===== config.mk =====
export PLATFORM = sky130hd
export DESIGN_NAME = keysw_device
export DESIGN_NICKNAME = d
export VERILOG_FILES = /design/src/rtl/keysw_device.sv
export SDC_FILE = /design/constraint.sdc
export NUM_CORES = 1
export LEC_CHECK = 0
export CAP_MARGIN = 20
export CORE_UTILIZATION = 35
export CTS_BUF_LIST = sky130_fd_sc_hd__clkbuf_8 sky130_fd_sc_hd__clkbuf_16
export DETAILED_ROUTE_END_ITERATION = 12
export HOLD_SLACK_MARGIN = 0.02
export PLACE_DENSITY = 0.83
export SYNTH_ARGS = -nofsm -noshare
export SYNTH_HDL_FRONTEND = slang
export SYNTH_SLANG_ARGS = --single-unit

===== constraint.sdc =====
create_clock -name clk -period 4.3 [get_ports clk]
set_input_delay 1.29 -clock clk [delete_from_list [all_inputs] [get_ports clk]]
set_output_delay 1.29 -clock clk [all_outputs]
set_load 0.02 [all_outputs]

===== src/rtl/keysw_device.sv =====
// keysw_device: memory-mapped push-button / slide-switch peripheral.
// KDATA/KCTRL at ADDRKEY/ADDRKEY+4, SDATA/SCTRL at ADDRSW/ADDRSW+4.
// CTRL layout: bit4 IE, bit2 OVR, bit0 RDY. intr = (KRDY&KIE)|(SRDY&SIE), registered.
// Build option: define KEYSW_DEBOUNCE_EN to require DEBOUNCE_CYCLES stable
// edges before a data register loads; otherwise it loads on the first differing
// synchronized sample.

// One input channel: 2-flop synchronizer, optional debounce, data register.
// upd is high during the cycle whose ending edge loads a new value into data.
module keysw_debounce #(
    parameter int W               = 4,
    parameter int DEBOUNCE_CYCLES = 100000
) (
    input  logic         clk,
    input  logic         reset,
    input  logic [W-1:0] raw,
    output logic [W-1:0] data,
    output logic         upd
);
    logic [W-1:0] s1, s2;

    // two-stage synchronizer for the asynchronous raw inputs
    always_ff @(posedge clk) begin
        if (reset) begin
            s1 <= '0;
            s2 <= '0;
        end else begin
            s1 <= raw;
            s2 <= s1;
        end
    end

`ifdef KEYSW_DEBOUNCE_EN
    localparam int CW = (DEBOUNCE_CYCLES > 1) ? $clog2(DEBOUNCE_CYCLES) : 1;

    logic [W-1:0]  held;
    logic [CW-1:0] cnt;
    logic          stable;

    // an edge counts only if the sample matches the previous one and differs from data
    assign stable = (s2 == held) && (s2 != data);
    assign upd    = stable && (cnt == CW'(DEBOUNCE_CYCLES - 1));

    // debounce counter: any change (or match with data) restarts from zero
    always_ff @(posedge clk) begin
        if (reset) begin
            held <= '0;
            cnt  <= '0;
        end else begin
            held <= s2;
            if (!stable || upd)
                cnt <= '0;
            else
                cnt <= cnt + 1'b1;
        end
    end
`else
    localparam int unused_dbc = DEBOUNCE_CYCLES;

    assign upd = (s2 != data);
`endif

    // data register follows the synchronized value once accepted
    always_ff @(posedge clk) begin
        if (reset)
            data <= '0;
        else if (upd)
            data <= s2;
    end
endmodule

module keysw_device #(
    parameter int               DBITS           = 32,
    parameter logic [DBITS-1:0] ADDRKEY         = 32'hFFFFF080,
    parameter logic [DBITS-1:0] ADDRSW          = 32'hFFFFF090,
    parameter int               DEBOUNCE_CYCLES = 100000
) (
    input  logic             clk,
    input  logic             reset,
    input  logic [DBITS-1:0] abus,
    input  logic [DBITS-1:0] wdata,
    input  logic             we,
    input  logic             re,
    output logic [DBITS-1:0] rdata,
    output logic             sel,
    input  logic [3:0]       KEY,
    input  logic [9:0]       SW,
    output logic             intr
);
    localparam logic [DBITS-1:0] ADDRKCTRL = ADDRKEY + DBITS'(4);
    localparam logic [DBITS-1:0] ADDRSCTRL = ADDRSW + DBITS'(4);

    logic [3:0] kdata;
    logic [9:0] sdata;
    logic       kupd, supd;
    logic       krdy, kovr, kie;
    logic       srdy, sovr, sie;
    logic       hit_kd, hit_kc, hit_sd, hit_sc;
    logic       krd, srd, kwr, swr;
    logic       unused_wdata;

    keysw_debounce #(.W(4), .DEBOUNCE_CYCLES(DEBOUNCE_CYCLES)) u_key (
        .clk(clk), .reset(reset), .raw(~KEY), .data(kdata), .upd(kupd)
    );

    keysw_debounce #(.W(10), .DEBOUNCE_CYCLES(DEBOUNCE_CYCLES)) u_sw (
        .clk(clk), .reset(reset), .raw(SW), .data(sdata), .upd(supd)
    );

    assign hit_kd = (abus == ADDRKEY);
    assign hit_kc = (abus == ADDRKCTRL);
    assign hit_sd = (abus == ADDRSW);
    assign hit_sc = (abus == ADDRSCTRL);
    assign sel    = hit_kd | hit_kc | hit_sd | hit_sc;

    assign krd = re & hit_kd;
    assign srd = re & hit_sd;
    assign kwr = we & hit_kc;
    assign swr = we & hit_sc;

    assign unused_wdata = ^{wdata[DBITS-1:5], wdata[3], wdata[1:0]};

    // load data mux; independent of re, zero for unmapped addresses
    always_comb begin
        rdata = '0;
        if (hit_kd)
            rdata = DBITS'(kdata);
        else if (hit_kc)
            rdata = DBITS'({kie, 1'b0, kovr, 1'b0, krdy});
        else if (hit_sd)
            rdata = DBITS'(sdata);
        else if (hit_sc)
            rdata = DBITS'({sie, 1'b0, sovr, 1'b0, srdy});
    end

    // status/control bits: a data update beats a same-cycle read clear
    always_ff @(posedge clk) begin
        if (reset) begin
            krdy <= 1'b0; kovr <= 1'b0; kie <= 1'b0;
            srdy <= 1'b0; sovr <= 1'b0; sie <= 1'b0;
            intr <= 1'b0;
        end else begin
            if (kupd && krdy && !krd)  kovr <= 1'b1;
            else if (kwr && !wdata[2]) kovr <= 1'b0;
            if (kupd)     krdy <= 1'b1;
            else if (krd) krdy <= 1'b0;
            if (kwr)      kie  <= wdata[4];

            if (supd && srdy && !srd)  sovr <= 1'b1;
            else if (swr && !wdata[2]) sovr <= 1'b0;
            if (supd)     srdy <= 1'b1;
            else if (srd) srdy <= 1'b0;
            if (swr)      sie  <= wdata[4];

            intr <= (krdy & kie) | (srdy & sie);
        end
    end
endmodule


# Yosys cells after proc, flatten, opt, wreduce, memory -nomap -nowiden
# Index checks and enable logic that the tools add are counted.
[word_totals]
register_bits = 49
input_bits = 82
output_inout_bits = 34
elab_cells = 55
[classes]
eq_ne = 6
muxes = 12
n_bitwise = 11
n_reduce_logical = 13
[op_table]
columns = ["operator", "n"]
rows = [
  ["$eq 32x32->1 const B", 4],
  ["$mux 10", 3],
  ["$ne 10x10->1", 1],
  ["$mux 1", 8],
  ["$reduce_bool 2->1", 4],
  ["$and 1x1->1", 6],
  ["$logic_and 1x1->1", 6],
  ["$mux 5", 1],
  ["$ne 4x4->1", 1],
  ["$not 4->4", 1],
  ["$or 1x1->1", 4],
  ["$logic_not 1->1", 3],
]

# Depth between registers and ports, before layout
[logic_depth]
depth_word = 5
ltp_mapped = 6
ltp_nobuf = 4

# Modules after synthesis
# From an unflattened synthesis, not the netlist that was laid out.
[hier_totals]
cells_unflattened = 198
area_unflattened_um2 = 2128.3
[by_module_without_submodules]
columns = ["mod", "n_inst", "cells_each", "area_per_inst_um2"]
rows = [
  ["keysw_debounce at u_sw", 1, 76, 905.9],
  ["keysw_device", 1, 92, 814.5],
  ["keysw_debounce at u_key", 1, 30, 407.9],
]

# Worst setup path before layout
# OpenSTA, ideal clock, no wires.
[synth_path]
kind = "input -> output"
startpoint = "input abus[11]"
endpoint = "output rdata[1]"
arrival_time_ns = 2.578
path_slack_ns = 0.432
cell_stages = 4
n_path_buf = 1
cell_sequence = "nand4b_1 or4_4 buf_6 nor3_1"
[synth_via]
elab_chain_cells = 4
word_cells_on_any_way = 6
[synth_lines]
columns = ["item", "line_no", "rtl"]
rows = [
  ["start: declaration", "80", "input logic [DBITS-1:0] abus,"],
  ["$eq 32x32->1", "112", "assign hit_sd = (abus == ADDRSW);"],
  ["$mux 10", "130", "else if (hit_sd)"],
  ["$mux 10", "128", "else if (hit_kc)"],
  ["$mux 10 (*)", "126", "if (hit_kd)"],
  ["end: declaration", "84", "output logic [DBITS-1:0] rdata,"],
]
# Mark *: on every way between the ends. The rest lies on a longest branch, timed or not.

# Worst setup path after layout
[layout_path]
startpoint = "input abus[30]"
endpoint = "output rdata[8]"
# The elaborated chain is that of the path after synthesis.

==> metrics.csv <==
stage,metric,value,unit
die,rows,27,
die,start_util,36.65,%
clock_tree,cts_tree,yes,
detailed_routing,via_per_inst,4.323,
detailed_routing,drc,0,
synthesis,ys_ff_latch,49,
setup_path,critPathTopFamily,simple AND/OR/NAND/NOR gates,
global_routing,gr-usage-all-layers,13.57,%
placement,dp.cells,332,
sta,setup_ws,0.07647,ns
clock_tree,path_clk_slew,0.07,ns
status,status,completed,
cells_and_area,fin_area,2804,µm²
sta,max_clock_freq,0.2368,GHz
detailed_routing,routed_wl,4005,µm
synthesis,synth_area_leader_cell,dfxtp_1,
synthesis,synth_area_per_cell,10.26,µm²
synthesis,synth_edf_count,0,
die,die_w,78.17,µm
setup_path,path_cells,clkdlybuf4s50_1 -> nand4bb_1 -> or4_4 -> nor2_4 -> buf_6 -> and3_4 -> buf_6,
sta,totalNegativeSetupSlack,0,ns
die,die_h,78.17,µm
setup_path,critPathBufInv,3,
placement,place_ws,-0.4308,ns
cells_and_area,fin_nets,351,
setup_path,slowest_stage,or4_4,
setup_path,crit_arrival,2.93,ns
pwr,p_sw,192.8,µW
global_routing,grt_pass1_vias,1410,
synthesis,ys_top_cells_by_area,"dfxtp_1 48%, nor2b_1 12%, buf_4 8.1%",
setup_path,r2r-end,srdy,
clock_tree,clock-sinks,49,
synthesis,ys_seq_area_share,48.31,%
clock_tree,cts-hold-fix-buffers,0,
detailed_routing,vias,1474,
pwr,total_power,857.0,µW
global_routing,grt_pass1_wl,6375,µm
detailed_routing,wl_per_cell,11.74,µm
flow_run,maxCapViolCount,0,
worst_hold_path,hold_path_depth,1,
global_routing,antenna_found_initial,0,
cells_and_area,final_cell_mix,"49 x dfxtp_1, 40 x nor2b_1, 40 x clkdlybuf4s50_1",
setup_path,max_stage_delay,0.48,ns
setup_path,crit_required,3.01,ns
clock_tree,cts_root_buf,clkbuf_8,
sta,fin_crit_sh,98.22,%
placement,io_buffers,63,
cells_and_area,drive_gt1_share,15.61,%
synthesis,asyncSetResetFlopFracSynth,0,%
clock_tree,cts_buffers,5,
global_routing,grt-ovfl-total,0,
pwr,p_clk_share,30.2,%
synthesis,yosys_warnings,0,
pwr,swShare,22.50,%
cells_and_area,n_antenna_cell,0,
placement,place_area,2689,µm²
clock_tree,htreeDepth,2,
cells_and_area,fin_cells,341,
sta,slew_viol_final,0,
sta,fin_crit,4.224,ns
sta,rsz0062_at_grt,no,
sta,setup_viol,0,
setup_path,endpoint_kind,primary output,
die,fp.dieArea,6111,µm²
cells_and_area,n_fill_cell,514,
synthesis,netlist.area_leader.share,48.31,%
setup_path,reg2reg_depth,4,
clock_tree,clock_latency,0.29,ns
pwr,p_per_area,305.6,nW/µm²
pwr,leakage,0.001196,µW
sta,skew,0.005290,ns
placement,dpl.hpwl,2985,µm
detailed_routing,drt_iter0_markers,63,
pwr,seqPwrFrac,56.6,%
global_routing,grt_max_degree,39,
die,io_pins,116,
cells_and_area,multi_input_area,939.7,µm²
synthesis,synthCells,198,
setup_path,path_class,primary input to primary output,
setup_path,ff2ff_setup_slack,3.02,ns
setup_path,crit_path_frequent_cell,buf_6,
pwr,internal_power,664.2,µW
pwr,vdd_drop_max,131.2,µV
synthesis,ys.flop_type,dfxtp_1,
sta,final_hold_viol_count,0,
setup_path,r2r_start,u_sw.data[9],
cells_and_area,layout_commonest_cell,dfxtp_1,
synthesis,ys_types,38,
setup_path,startpoint_type,primary input,
detailed_routing,drtPass1Iterations,4,
worst_hold_path,hold_start,u_sw.s1[1],
cells_and_area,regArea,980.9,µm²
pwr,comb_power_share,13.2,%
worst_hold_path,holdCritPathClass,flip-flop to flip-flop,
cells_and_area,syn_to_final_growth,38.08,%
synthesis,synth.cell_area,2031,µm²
clock_tree,clockBufferDepth,2,
die,coreArea,5540,µm²
placement,gp_congestion,0.8935,
detailed_routing,ant_nets,0,
setup_path,path_max_fanout,6,
worst_hold_path,hold_end,u_sw.s2[1],
## sequential cells by signal, indices dropped and copies added, names as in the netlist, 4 cells and up
register / cells
u_sw.data: 10
u_sw.s1: 10
u_sw.s2: 10
u_key.data: 4
u_key.s1: 4
u_key.s2: 4
## routing by layer
| metal | up-vias | part of all wire (%) | GRT usage (%) |
|---|---|---|---|
| met5 | - | 0 | 0 |
| met3 | 6 | 5.5 | 3.837 |
| met4 | 0 | 2.3 | 7.222 |
| met2 | 47 | 51 | 22.98 |
| li1 | 756 | - | - |
| met1 | 665 | 41 | 15.41 |
## through the flow
| stage | hold slack [ns] | utilization (%) |
|---|---|---|
| 2_1_floorplan | 0.4138 | - |
| 3_3_place_gp | 0.4223 | 48.53 |
| 3_5_place_dp | 0.4212 | 48.53 |
| 4_1_cts | 0.4404 | 50.29 |
| 5_1_grt | 0.4575 | 50.61 |
| 6_report | 0.4405 | 50.61 |
## kinds of logic after synthesis
family | synth area share [%]
and+or+nand+nor | 26.56
DFF | 48.31
buffers and inverters | 10.84
xor gates and xnor gates | 6.038
AOI/OAI and AO/OA | 4.313
muxes | 3.758
other | 0.1847
## cell type report
| cell class | instances | area share, % |
|---|---|---|
| Tap cell | 72 | 3.213 |
| Timing Repair Buffer | 74 | 24.81 |
| Clock buffer | 6 | 2.945 |
| Multi-Input combinational cell | 136 | 33.51 |
| Inverter | 3 | 0.4016 |
| Clock inverter | 1 | 0.1339 |
| Sequential cell | 49 | 34.98 |
## how the worst max path moves through the flow
stage | endpoint | cells past startpoint | from
final | rdata[8] | 7 | abus[30]
after global routing | rdata[8] | 7 | abus[7]
after CTS | rdata[3] | 6 | abus[12]
after detailed placement | rdata[3] | 6 | abus[12]
after global placement | rdata[8] | 6 | abus[24]
after floorplan | rdata[1] | 4 | abus[11]
## synth_stat cells, types with 2 or more instances
master	n
mux4_2	2
nand2_1	8
xor2_1	6
nor2_1	6
and3_1	5
and2_1	2
buf_4	22
clkbuf_1	6
dfxtp_1	49
nor2b_1	40
inv_1	3
and4b_1	2
a22oi_1	4
xnor2_1	8
nand4_1	4
buf_2	2
nor3_1	4
nor4bb_1	2
nor4_1	3
mux2i_1	2
## power groups by stage
stage | Sequential (µW) | Combinational [µW] | Clock (µW)
6_report | 485 | 113 | 259
3_5_place_dp | 496 | 115 | 0
5_1_grt | 487 | 123 | 285
4_1_cts | 485 | 114 | 268
3_3_place_gp | 494 | 113 | 0
2_1_floorplan | 492 | 74.9 | 0
## what timing repair did
item / in CTS / in global routing
cloned: 0 / 0
endpoints found under the hold margin: 0 / 0
pin swaps: 4 / 4
endpoints found under the setup margin: 11 / 10
gates resized for setup: 55 / 13
setup buffers: 2 / 0
Note: power is estimated with default switching activity, not from simulation.
